**src/rtl/lsu_axi_master_pkg.sv**
```systemverilog
// Shared types and constants for the LSU AXI4-Lite master.
`timescale 1ns/1ps
package axi_master_pkg;

    typedef enum logic [2:0] {
        S_IDLE,
        S_AR,
        S_R,
        S_WR,
        S_B,
        S_RSP
    } state_e;

    localparam logic [1:0] RESP_OKAY   = 2'b00;
    localparam logic [1:0] RESP_EXOKAY = 2'b01;
    localparam logic [1:0] RESP_SLVERR = 2'b10;
    localparam logic [1:0] RESP_DECERR = 2'b11;

    // Anything other than OKAY is reported to the core as an error.
    function automatic logic resp_is_err(input logic [1:0] resp);
        return resp != RESP_OKAY;
    endfunction

endpackage

```
**src/rtl/lsu_axi_master_if.sv**
```systemverilog
// AXI4-Lite bus bundle with handshake "fire" strobes derived inside the interface.
`timescale 1ns/1ps
interface AXI4_Lite #(
    parameter int ADDR_W = 32,
    parameter int DATA_W = 32
);
    localparam int STRB_W = DATA_W / 8;

    logic              arvalid;
    logic              arready;
    logic [ADDR_W-1:0] araddr;
    logic [2:0]        arprot;

    logic              rvalid;
    logic              rready;
    logic [DATA_W-1:0] rdata;
    logic [1:0]        rresp;

    logic              awvalid;
    logic              awready;
    logic [ADDR_W-1:0] awaddr;
    logic [2:0]        awprot;

    logic              wvalid;
    logic              wready;
    logic [DATA_W-1:0] wdata;
    logic [STRB_W-1:0] wstrb;

    logic              bvalid;
    logic              bready;
    logic [1:0]        bresp;

    logic ar_fire;
    logic aw_fire;
    logic w_fire;
    logic r_fire;
    logic b_fire;

    assign ar_fire = arvalid && arready;
    assign aw_fire = awvalid && awready;
    assign w_fire  = wvalid  && wready;
    assign r_fire  = rvalid  && rready;
    assign b_fire  = bvalid  && bready;

    modport master (
        output arvalid, araddr, arprot, awvalid, awaddr, awprot,
               wvalid, wdata, wstrb, rready, bready,
        input  arready, awready, wready, rvalid, rdata, rresp, bvalid, bresp,
               ar_fire, aw_fire, w_fire, r_fire, b_fire
    );

    modport slave (
        input  arvalid, araddr, arprot, awvalid, awaddr, awprot,
               wvalid, wdata, wstrb, rready, bready,
               ar_fire, aw_fire, w_fire, r_fire, b_fire,
        output arready, awready, wready, rvalid, rdata, rresp, bvalid, bresp
    );

endinterface

```
**src/rtl/lsu_axi_master.sv**
```systemverilog
// Single-outstanding load/store to AXI4-Lite bridge; one response per core request.
`timescale 1ns/1ps
import axi_master_pkg::*;

module lsu_axi_master #(
    parameter int ADDR_W = 32,
    parameter int DATA_W = 32
) (
    input  logic                clk,
    input  logic                rst,
    input  logic                req_valid,
    output logic                req_ready,
    input  logic                req_we,
    input  logic [ADDR_W-1:0]   req_addr,
    input  logic [DATA_W-1:0]   req_wdata,
    input  logic [DATA_W/8-1:0] req_wmask,
    output logic                rsp_valid,
    input  logic                rsp_ready,
    output logic [DATA_W-1:0]   rsp_rdata,
    output logic                rsp_err,
    AXI4_Lite.master            m_axi
);

    localparam int STRB_W = DATA_W / 8;

    state_e              state_q, state_d;
    logic [ADDR_W-1:0]   addr_q, addr_d;
    logic [DATA_W-1:0]   wdata_q, wdata_d;
    logic [STRB_W-1:0]   wmask_q, wmask_d;
    logic [DATA_W-1:0]   rdata_q, rdata_d;
    logic                err_q, err_d;
    logic                aw_done_q, aw_done_d;
    logic                w_done_q, w_done_d;

    // State and captured request/response registers; reset clears everything.
    always_ff @(posedge clk) begin
        if (rst) begin
            state_q   <= S_IDLE;
            addr_q    <= '0;
            wdata_q   <= '0;
            wmask_q   <= '0;
            rdata_q   <= '0;
            err_q     <= 1'b0;
            aw_done_q <= 1'b0;
            w_done_q  <= 1'b0;
        end else begin
            state_q   <= state_d;
            addr_q    <= addr_d;
            wdata_q   <= wdata_d;
            wmask_q   <= wmask_d;
            rdata_q   <= rdata_d;
            err_q     <= err_d;
            aw_done_q <= aw_done_d;
            w_done_q  <= w_done_d;
        end
    end

    // Next-state and register updates driven by request and AXI handshakes.
    always_comb begin
        state_d   = state_q;
        addr_d    = addr_q;
        wdata_d   = wdata_q;
        wmask_d   = wmask_q;
        rdata_d   = rdata_q;
        err_d     = err_q;
        aw_done_d = aw_done_q;
        w_done_d  = w_done_q;
        unique case (state_q)
            S_IDLE: begin
                // req_ready is high here, so req_valid alone is the accept.
                if (req_valid) begin
                    addr_d  = req_addr;
                    wdata_d = req_wdata;
                    wmask_d = req_wmask;
                    state_d = req_we ? S_WR : S_AR;
                end
            end
            S_AR: begin
                if (m_axi.ar_fire) state_d = S_R;
            end
            S_R: begin
                if (m_axi.r_fire) begin
                    rdata_d = m_axi.rdata;
                    err_d   = resp_is_err(m_axi.rresp);
                    state_d = S_RSP;
                end
            end
            S_WR: begin
                // AW and W may complete in either order or together.
                aw_done_d = aw_done_q || m_axi.aw_fire;
                w_done_d  = w_done_q  || m_axi.w_fire;
                if (aw_done_d && w_done_d) begin
                    aw_done_d = 1'b0;
                    w_done_d  = 1'b0;
                    state_d   = S_B;
                end
            end
            S_B: begin
                if (m_axi.b_fire) begin
                    rdata_d = '0;
                    err_d   = resp_is_err(m_axi.bresp);
                    state_d = S_RSP;
                end
            end
            S_RSP: begin
                if (rsp_ready) state_d = S_IDLE;
            end
            default: state_d = S_IDLE;
        endcase
    end

    // Output decode from registered state only, so no AXI input reaches an AXI output.
    always_comb begin
        req_ready     = 1'b0;
        rsp_valid     = 1'b0;
        rsp_rdata     = rdata_q;
        rsp_err       = err_q;
        m_axi.arvalid = 1'b0;
        m_axi.araddr  = addr_q;
        m_axi.arprot  = 3'b000;
        m_axi.awvalid = 1'b0;
        m_axi.awaddr  = addr_q;
        m_axi.awprot  = 3'b000;
        m_axi.wvalid  = 1'b0;
        m_axi.wdata   = wdata_q;
        m_axi.wstrb   = wmask_q;
        m_axi.rready  = 1'b0;
        m_axi.bready  = 1'b0;
        unique case (state_q)
            S_IDLE: req_ready     = 1'b1;
            S_AR:   m_axi.arvalid = 1'b1;
            S_R:    m_axi.rready  = 1'b1;
            S_WR: begin
                m_axi.awvalid = !aw_done_q;
                m_axi.wvalid  = !w_done_q;
            end
            S_B:    m_axi.bready  = 1'b1;
            S_RSP:  rsp_valid     = 1'b1;
            default: req_ready    = 1'b0;
        endcase
    end

endmodule
```
**src/flat_wrapper.sv**
```systemverilog
// flat-port wrapper written by rule: the top's interface ports become plain ports
module lsu_axi_master_flat 
#(
    parameter int ADDR_W = 32,
    parameter int DATA_W = 32
)
  (clk, rst, req_valid, req_ready, req_we, req_addr, req_wdata, req_wmask, rsp_valid, rsp_ready, rsp_rdata, rsp_err, m_axi_arvalid, m_axi_araddr, m_axi_arprot, m_axi_awvalid, m_axi_awaddr, m_axi_awprot, m_axi_wvalid, m_axi_wdata, m_axi_wstrb, m_axi_rready, m_axi_bready, m_axi_arready, m_axi_awready, m_axi_wready, m_axi_rvalid, m_axi_rdata, m_axi_rresp, m_axi_bvalid, m_axi_bresp);
  AXI4_Lite #(.ADDR_W(ADDR_W), .DATA_W(DATA_W)) m_axi_i ();
  input  logic clk;
  input  logic rst;
  input  logic req_valid;
  output logic req_ready;
  input  logic req_we;
  input  logic [ADDR_W-1:0] req_addr;
  input  logic [DATA_W-1:0] req_wdata;
  input  logic [DATA_W/8-1:0] req_wmask;
  output logic rsp_valid;
  input  logic rsp_ready;
  output logic [DATA_W-1:0] rsp_rdata;
  output logic rsp_err;
  output wire logic [$bits(m_axi_i.arvalid)-1:0] m_axi_arvalid;
  output wire logic [$bits(m_axi_i.araddr)-1:0] m_axi_araddr;
  output wire logic [$bits(m_axi_i.arprot)-1:0] m_axi_arprot;
  output wire logic [$bits(m_axi_i.awvalid)-1:0] m_axi_awvalid;
  output wire logic [$bits(m_axi_i.awaddr)-1:0] m_axi_awaddr;
  output wire logic [$bits(m_axi_i.awprot)-1:0] m_axi_awprot;
  output wire logic [$bits(m_axi_i.wvalid)-1:0] m_axi_wvalid;
  output wire logic [$bits(m_axi_i.wdata)-1:0] m_axi_wdata;
  output wire logic [$bits(m_axi_i.wstrb)-1:0] m_axi_wstrb;
  output wire logic [$bits(m_axi_i.rready)-1:0] m_axi_rready;
  output wire logic [$bits(m_axi_i.bready)-1:0] m_axi_bready;
  input wire logic [$bits(m_axi_i.arready)-1:0] m_axi_arready;
  input wire logic [$bits(m_axi_i.awready)-1:0] m_axi_awready;
  input wire logic [$bits(m_axi_i.wready)-1:0] m_axi_wready;
  input wire logic [$bits(m_axi_i.rvalid)-1:0] m_axi_rvalid;
  input wire logic [$bits(m_axi_i.rdata)-1:0] m_axi_rdata;
  input wire logic [$bits(m_axi_i.rresp)-1:0] m_axi_rresp;
  input wire logic [$bits(m_axi_i.bvalid)-1:0] m_axi_bvalid;
  input wire logic [$bits(m_axi_i.bresp)-1:0] m_axi_bresp;
  assign m_axi_arvalid = m_axi_i.arvalid;
  assign m_axi_araddr = m_axi_i.araddr;
  assign m_axi_arprot = m_axi_i.arprot;
  assign m_axi_awvalid = m_axi_i.awvalid;
  assign m_axi_awaddr = m_axi_i.awaddr;
  assign m_axi_awprot = m_axi_i.awprot;
  assign m_axi_wvalid = m_axi_i.wvalid;
  assign m_axi_wdata = m_axi_i.wdata;
  assign m_axi_wstrb = m_axi_i.wstrb;
  assign m_axi_rready = m_axi_i.rready;
  assign m_axi_bready = m_axi_i.bready;
  assign m_axi_i.arready = m_axi_arready;
  assign m_axi_i.awready = m_axi_awready;
  assign m_axi_i.wready = m_axi_wready;
  assign m_axi_i.rvalid = m_axi_rvalid;
  assign m_axi_i.rdata = m_axi_rdata;
  assign m_axi_i.rresp = m_axi_rresp;
  assign m_axi_i.bvalid = m_axi_bvalid;
  assign m_axi_i.bresp = m_axi_bresp;
  lsu_axi_master #(.ADDR_W(ADDR_W), .DATA_W(DATA_W)) u_core (.clk(clk), .rst(rst), .req_valid(req_valid), .req_ready(req_ready), .req_we(req_we), .req_addr(req_addr), .req_wdata(req_wdata), .req_wmask(req_wmask), .rsp_valid(rsp_valid), .rsp_ready(rsp_ready), .rsp_rdata(rsp_rdata), .rsp_err(rsp_err), .m_axi(m_axi_i));
endmodule
```
**config.mk**
```make
export PLATFORM = sky130hd
export DESIGN_NAME = lsu_axi_master_flat
export DESIGN_NICKNAME = d
export VERILOG_FILES = /design/src/rtl/lsu_axi_master_pkg.sv /design/src/rtl/lsu_axi_master_if.sv /design/src/rtl/lsu_axi_master.sv /design/src/flat_wrapper.sv
export SDC_FILE = /design/constraint.sdc
export NUM_CORES = 1
export LEC_CHECK = 0
export BUFFER_PORTS_ARGS = -buffer_cell sky130_fd_sc_hd__buf_2
export CELL_PAD_IN_SITES_DETAIL_PLACEMENT = 1
export CELL_PAD_IN_SITES_GLOBAL_PLACEMENT = 1
export CORE_ASPECT_RATIO = 1.1
export CORE_MARGIN = 3
export CORE_UTILIZATION = 33
export CTS_CLUSTER_DIAMETER = 100
export DETAILED_ROUTE_END_ITERATION = 10
export GPL_ROUTABILITY_DRIVEN = 1
export PLACE_DENSITY = 0.89
export SLEW_MARGIN = 10
export SYNTH_ARGS = -nofsm -noshare
export SYNTH_HDL_FRONTEND = slang
export SYNTH_SLANG_ARGS = --single-unit
export TNS_END_PERCENT = 5
```
**constraint.sdc**
```tcl
create_clock -name clk -period 2.11 [get_ports clk]
set_input_delay 0.3165 -clock clk [delete_from_list [all_inputs] [get_ports clk]]
set_output_delay 0.3165 -clock clk [all_outputs]
set_load 0.01 [all_outputs]
```
Yosys cells after proc, flatten, opt, wreduce, memory -nomap -nowiden
Cells that the tools add are included.

storage, ports and cells
  output and inout bits = 146
  register bits = 106

operators by class
  reduce and logical (&&, ||, !) cells = 17
  eq/ne operators = 11
  muxes and demuxes = 23

operators with widths
  cell                                                   count
  two-way mux 32 bit                                     2
  case mux 32 bit (2 select lines)                       1
  two-way mux 3 bit                                      6
  case mux 3 bit (6 select lines)                        1
  two-way mux 1 bit                                      11
  inequality test 2 bit, second input constant           5
  == test 3 x 2 -> 1 bit, second input constant          2
  == test 3 bit, second input constant                   2
  logical AND 1 bit                                      6
  AND reduction 6 bit                                    1
  nonzero test 2 bit                                     3
  == test 3 x 1 -> 1 bit, second input constant          1
  logical NOT 3 bit                                      1
  AND reduction 3 bit                                    1
  logical NOT 1 bit                                      2
  logical OR 1 bit                                       2
  two-way mux 2 bit                                      1
  inequality test 2 x 1 -> 1 bit, second input constant  1
  case mux 1 bit (2 select lines)                        1
  AND reduction 2 bit                                    1

Depth between registers and ports, before layout
Gate-level depths: netlist of run 1.

  depth in word-level cells = 7
  mapped depth = 8
  mapped depth without buffers = 4

Worst setup path before layout of run 1
No wires, ideal clock.

  path kind = register -> register
  start = reg u_core.state_q[1]
  end = reg u_core.wdata_q[10], in the netlist u_core.m_axi.wdata[10]
  slack = 0.655 ns
  data arrival time = 1.315 ns
  data required time = 1.970 ns
  library setup time = 0.140 ns
  period minus slack after synthesis = 1.455 ns
  cell stages (with the launch flop) = 8
  cells stage by stage = dfxtp_1 -> buf_6 -> nor3_2 -> nand2_1 -> buf_2 -> buf_2 -> nand2_1 -> a21oi_2

on the way
  longest elaborated chain between the ends = 2

RTL lines
  item                                  RTL line              RTL
  from (decl)                           lsu_axi_master.sv:26  state_e state_q, state_d;
  from (signal assigned)                lsu_axi_master.sv:47  state_q <= state_d;
  logical NOT 3 bit                     lsu_axi_master.sv:68  unique case (state_q)
  AND reduction 2 bit (no source line)  --
  to (signal assigned)                  lsu_axi_master.sv:49  wdata_q <= wdata_d;
  to (decl)                             lsu_axi_master.sv:28  logic [DATA_W-1:0] wdata_q, wdata_d;

Every way passes these cells.
A chain may end at the register's enable or synchronous reset.

Worst setup path in the final report of run 1
  start = reg u_core.state_q[1]
  end = out m_axi_wvalid

on the way
  longest elaborated chain between the ends = 2

RTL lines
  item                    RTL line               RTL
  == test 3 x 2 -> 1 bit  lsu_axi_master.sv:129  unique case (state_q)
  two-way mux 1 bit       lsu_axi_master.sv:129
  to (decl)               flat_wrapper.sv:27     output wire logic [$bits(m_axi_i.wvalid)-1:0] m_axi_wvalid;

Every way passes these cells.

==> results_dict.tcl, run 1 <==
set metrics [dict create \
    grt_first_pass_wirelength_um 20300 \
    drive_gt1_share_pct 40.8 \
    worst_path_max_delay_cell "dfxtp_1" \
    finalWirelength_um 13400 \
    fmax_mhz 516 \
    cp-start-kind "register" \
    ir_drop_mv 0.532 \
    fin_util_pct 45.5 \
    numCtsBuffers 9 \
    path_clk_slew_ns 0.07 \
    path_delay_family "flip-flops" \
    area_growth_pct 31.5 \
    status "finished, final reports clean" \
    dpl_cell_area_um2 5600 \
    dp_cells 879 \
    hp-class "in -> reg" \
    initial_utilization_pct 34.6 \
    rsz0062_at_grt "no" \
    crit_arrival_ns 1.62 \
    pre_cts_ws_ns 0.519 \
    synth_seq_area_share_pct 47.5 \
    async_flop_share_pct 0 \
    synth_top_area_share_pct 47.5 \
    drc 0 \
    post_drt_wl_per_cell_um 15.0 \
    grt_max_degree 69 \
    nFillCells 1641 \
    cts_tree "built" \
    synth.distinct_cells 30 \
    grt-ovfl-total 0 \
    synth.avg_cell_area_um2 8.45 \
    grtUsageTotal_pct 17.1 \
    synth_flop_cell "dfxtp_1" \
    stdcell_count 892 \
    crit_path_max_fanout 9 \
    postCtsHoldBufs 0 \
    num_io_pins 260 \
    clockBufferDepth 2 \
    whs_ns 0.207 \
    syn-cell-area_um2 4470 \
    hold_violations 0 \
    synthCells 529 \
    tns_ns 0 \
    cp_cell_sequence "nor2b_1, buf_4, nand2_1, nor2_1, buf_2" \
    die_y_um 128 \
    via_count 4191 \
    synth_edf_count 0 \
    port_buffers 253 \
    clkSinkCount 106 \
    initialDrtViolationCount 180 \
    synth_area_leaders "dfxtp_1 (47%), nand2_1 (11%), mux2i_1 (7.8%)" \
    finish.instance_area_um2 5880 \
    crit_buf_inv 2 \
    die_w_um 117 \
    yosysWarnings 0 \
    clock_skew_ns 0.00666 \
    worstSetupPathType "reg -> out" \
    rows 43 \
    root_buffer "clkbuf_16" \
    finalPower_mw 6.99 \
    diodes 0 \
    drv_slew 0 \
    routabilityCongestion 0.759 \
    finalWorstSetupSlack_ns 0.173 \
    clock_latency_ns 0.34 \
    worstPathRequired_ns 1.79 \
    grt_pass1_vias 4152 \
    post_drt_via_cell_ratio 4.70 \
    drtAntennaViolNets 0 \
    die-area_um2 15000 \
    power_density_nw_per_um2 1190 \
    critical_path.endpoint_type "primary output" \
    post-route-period-util_pct 91.8 \
    setup_viol 0 \
    postCtsSetupBuffers 0 \
    leakage_nw 2.84 \
    synth.largest_area_cell "dfxtp_1" \
    synth-seq-cells 106 \
    max_cap_viol_count 0 \
    layout.nets 847 \
    core_um2 12900 \
    first_pass_iters 4 \
    period_needed_ns 1.94 \
    cpPeakStageDelay_ns 0.53 \
    cts_resized 0 \
    hpwl_um 10100 \
    htreeDepth 3 \
    antenna_found_initial 0 \
]
final cells by class:
class	count	area, µm²	area share (%)
Clock inverter	3	42.5	0.724
Sequential cell	106	2120	36.1
Timing Repair Buffer	261	1390	23.7
Multi-Input combinational cell	353	1880	32.0
Clock buffer	10	239	4.07
Inverter	2	7.51	0.128
Tap cell	157	196	3.34
cell usage in the layout, fill, tap and decap left out, types with 2 or more instances in the layout:
| cell | count |
|---|---|
| a21oi_1 | 60 |
| a21oi_2 | 10 |
| a31oi_1 | 2 |
| and2_1 | 2 |
| buf_12 | 5 |
| buf_2 | 252 |
| buf_4 | 4 |
| clkbuf_16 | 9 |
| conb_1 | 6 |
| dfxtp_1 | 106 |
| inv_1 | 2 |
| mux2i_1 | 35 |
| nand2_1 | 132 |
| nand2_2 | 11 |
| nand3b_1 | 2 |
| nor2_1 | 43 |
| nor2b_1 | 35 |
| o21ai_0 | 3 |
cells in the mapped netlist (all sizes together), types with 2 or more instances:
library cell and count:
nand2 143, dfxtp 106, a21oi 71, buf 57
nor2 43, mux2i 35, nor2b 35, clkbuf 16
and2 3, o21ai 3, a31oi 2, inv 2
nand3b 2, o211ai 2
cells by family (layout without fill, tap and decap cells):
kind of cell | count (synthesis) | in the layout | share of synthesized area (%)
and+or+nand+nor | 230 | 230 | 22.6
AOI/OAI and AO/OA | 82 | 82 | 10.9
DFF | 106 | 106 | 47.5
buffers and inverters | 75 | 276 | 11.1
muxes | 35 | 35 | 7.84
other | 1 | 6 | 0.0839
where the power goes:
group	internal, mW	switching, mW
combinational	1.10	1.57
sequential	2.41	0.282
clock	0.931	0.696
flip-flops by register name (all words and copies together) (netlist names):
| name | count |
|---|---|
| u_core.m_axi.wstrb | 4 |
| u_core.m_axi.araddr | 32 |
| u_core.m_axi.wdata | 32 |
| u_core.rsp_rdata | 32 |
| u_core.state_q | 3 |
| u_core.aw_done_q | 1 |
| u_core.w_done_q | 1 |
| u_core.rsp_err | 1 |
final timing paths:
| check | start | to | slack [ns] | cells past startpoint |
|---|---|---|---|---|
| max | u_core.state_q[1]$_SDFFE_PP0P_ | m_axi_wvalid | 0.17 | 5 |
| min | req_wdata[16] | u_core.m_axi.wdata[16]$_SDFFE_PP0P_ | 0.21 | 3 |
| max reg2reg | u_core.state_q[1]$_SDFFE_PP0P_ | u_core.rsp_rdata[11]$_SDFFE_PP0P_ | 0.52 | 5 |
| min reg2reg | u_core.m_axi.wstrb[1]$_SDFFE_PP0P_ | u_core.m_axi.wstrb[1]$_SDFFE_PP0P_ | 0.45 | 2 |
layer usage:
metal  vias up  part of all wire, %  global-route usage, %
met3        25                  7.6                   4.39
met1      1940                   38                   17.9
li1       2058                    -                      -
met4         0                  2.6                   6.82
met2       168                   52                   31.7
met5         -                    0                      0
tightest hold or removal path, stage by stage:
cell	delay, ns
buf_2	0.10
nand2_2	0.05
a21oi_2	0.04
Note: power is estimated with default switching activity, not from simulation.
==> inputs of run 2 (changes only) <==
--- a/config.mk
+++ b/config.mk
@@ -10,11 +10,11 @@
 export CELL_PAD_IN_SITES_GLOBAL_PLACEMENT = 1
 export CORE_ASPECT_RATIO = 1.1
 export CORE_MARGIN = 3
-export CORE_UTILIZATION = 33
+export CORE_UTILIZATION = 27
 export CTS_CLUSTER_DIAMETER = 100
 export DETAILED_ROUTE_END_ITERATION = 10
 export GPL_ROUTABILITY_DRIVEN = 1
-export PLACE_DENSITY = 0.89
+export PLACE_DENSITY = 0.78
 export SLEW_MARGIN = 10
 export SYNTH_ARGS = -nofsm -noshare
 export SYNTH_HDL_FRONTEND = slang
==> constraint.sdc (replaced) <==
create_clock -name clk -period 1.6 [get_ports clk]
set_input_delay 0.24 -clock clk [delete_from_list [all_inputs] [get_ports clk]]
set_output_delay 0.24 -clock clk [all_outputs]
set_load 0.01 [all_outputs]
==> results_dict.tcl, run 2 (synthesized netlist as in run 1, its figures left out) <==
set metrics [dict create \
    fmax_mhz 624 \
    setup_viol 1 \
    area_growth_pct 35.4 \
    htreeDepth 3 \
    port_buffers 253 \
    finish.instance_area_um2 6050 \
    grt_max_degree 69 \
    drc 0 \
    met1Wirelength_um 5530 \
    tns_ns -0.00163 \
    clockBufferDepth 2 \
    worstPathRequired_ns 1.36 \
    crit_path_start "u_core.state_q[1]$_SDFFE_PP0P_" \
    numCtsBuffers 9 \
    hold_violations 0 \
    rr_startpoint "u_core.state_q[1]$_SDFFE_PP0P_" \
    layout_commonest_cell "buf_2" \
    via_count 4202 \
    nFillCells 2004 \
    initial_utilization_pct 28.0 \
    post_drt_wl_per_cell_um 14.4 \
    drtAntennaViolNets 0 \
    worst_path_max_delay_cell "dfxtp_4" \
    critical_path.endpoint "m_axi_bready" \
    cts_tree "built" \
    max_cap_viol_count 0 \
    violations "negative setup slack" \
    reg2reg_to "u_core.rsp_rdata[29]$_SDFFE_PP0P_" \
    clkSinkCount 106 \
    power_density_nw_per_um2 1560 \
    dpl_cell_area_um2 5720 \
    finalWirelength_um 13700 \
    pre_cts_ws_ns 0.0875 \
    hp-class "in -> reg" \
    layout_common_cells "buf_2 (251), nand2_1 (131), dfxtp_1 (103)" \
    crit_path_max_fanout 8 \
    stdcell_count 949 \
    fin_util_pct 37.9 \
    grt_first_pass_wirelength_um 21400 \
    clock_skew_ns 0.00660 \
    critical_path.endpoint_type "primary output" \
    crit_arrival_ns 1.36 \
    die-area_um2 18100 \
    drv_slew 0 \
    grtUsageTotal_pct 14.7 \
    worst-path-stages 4 \
    routabilityCongestion 0.735 \
    initialDrtViolationCount 97 \
    rrSetupSlack_ns 0.07 \
    cp-start-kind "register" \
    dp_cells 930 \
    root_buffer "clkbuf_16" \
    die_w_um 129 \
    whs_ns 0.123 \
    finalPower_mw 9.44 \
    dr_wl_met3_um 1080 \
    post-route-period-util_pct 100 \
    cp_cell_sequence "buf_4, nor3b_4, buf_12, buf_2" \
    period_needed_ns 1.60 \
    rsz0062_at_grt "yes" \
    hpwl_um 10100 \
    top_layer_used "met5" \
    finalWorstSetupSlack_ns -0.00163 \
    grt-ovfl-total 0 \
    clock_latency_ns 0.34 \
    die_y_um 141 \
    path_clk_slew_ns 0.08 \
    drive_gt1_share_pct 42.6 \
    layout.nets 857 \
    worstSetupPathType "reg -> out" \
    leakage_nw 2.89 \
    core_um2 16000 \
    num_io_pins 260 \
    post_drt_via_cell_ratio 4.43 \
    first_pass_iters 4 \
    rows 48 \
    path_delay_family "buffers and inverters" \
    r2r_cells 7 \
    grt_pass1_vias 4265 \
    cpPeakStageDelay_ns 0.38 \
    wl_met2_um 6540 \
    crit_buf_inv 3 \
    ir_drop_mv 0.530 \
    status "finished with violations" \
    antenna_found_initial 2 \
]
run 2: layer usage:
layer / global-route usage, % / vias to the layer above
met5: 0 / -
met4: 7.52 / 2
met3: 4.36 / 32
met2: 24.4 / 174
met1: 16.9 / 1916
li1: - / 2078
run 2: worst min path at each step:
stage                                                    from                                   to  cells after the start
after floorplan                                 req_wdata[10]  u_core.m_axi.wdata[10]$_SDFFE_PP0P_                      2
after global placement    u_core.m_axi.wdata[23]$_SDFFE_PP0P_  u_core.m_axi.wdata[23]$_SDFFE_PP0P_                      2
after detailed placement  u_core.m_axi.wdata[23]$_SDFFE_PP0P_  u_core.m_axi.wdata[23]$_SDFFE_PP0P_                      2
after CTS                                       req_wdata[17]  u_core.m_axi.wdata[17]$_SDFFE_PP0P_                      3
after global routing                            req_wdata[15]  u_core.m_axi.wdata[15]$_SDFFE_PP0P_                      3
final                                           req_wdata[17]  u_core.m_axi.wdata[17]$_SDFFE_PP0P_                      3
run 2: what timing repair did:
item,CTS,global route
endpoints found under the setup margin,5,23
gates resized for setup,5,5
setup buffers,2,0
hold buffers,0,0
pin swaps,1,1
gates cloned,1,0
run 2: worst min-delay path, delay by kind of cell:
family | cells | cell delay, ns
AO/OA/AOI/OAI | 1 | 0.04
buffers and inverters | 1 | 0.10
AND/OR/NAND/NOR | 1 | 0.05
run 2: power by group:
part / total, mW / switching [mW] / internal, mW
logic: 3.79 / 2.16 / 1.64
registers: 3.54 / 0.346 / 3.19
clock network: 2.11 / 1.01 / 1.11
run 2: area by class of cell:
| class | instances | area (µm²) | area share [%] |
|---|---|---|---|
| tap | 200 | 250 | 4.14 |
| clock buffer | 11 | 243 | 4.01 |
| sequential | 106 | 2130 | 35.2 |
| clock inverter | 5 | 40.0 | 0.662 |
| multi-input combinational | 353 | 1900 | 31.4 |
| inverter | 2 | 7.51 | 0.124 |
| timing repair buffer | 271 | 1480 | 24.5 |
| antenna | 1 | 2.50 | 0.0414 |
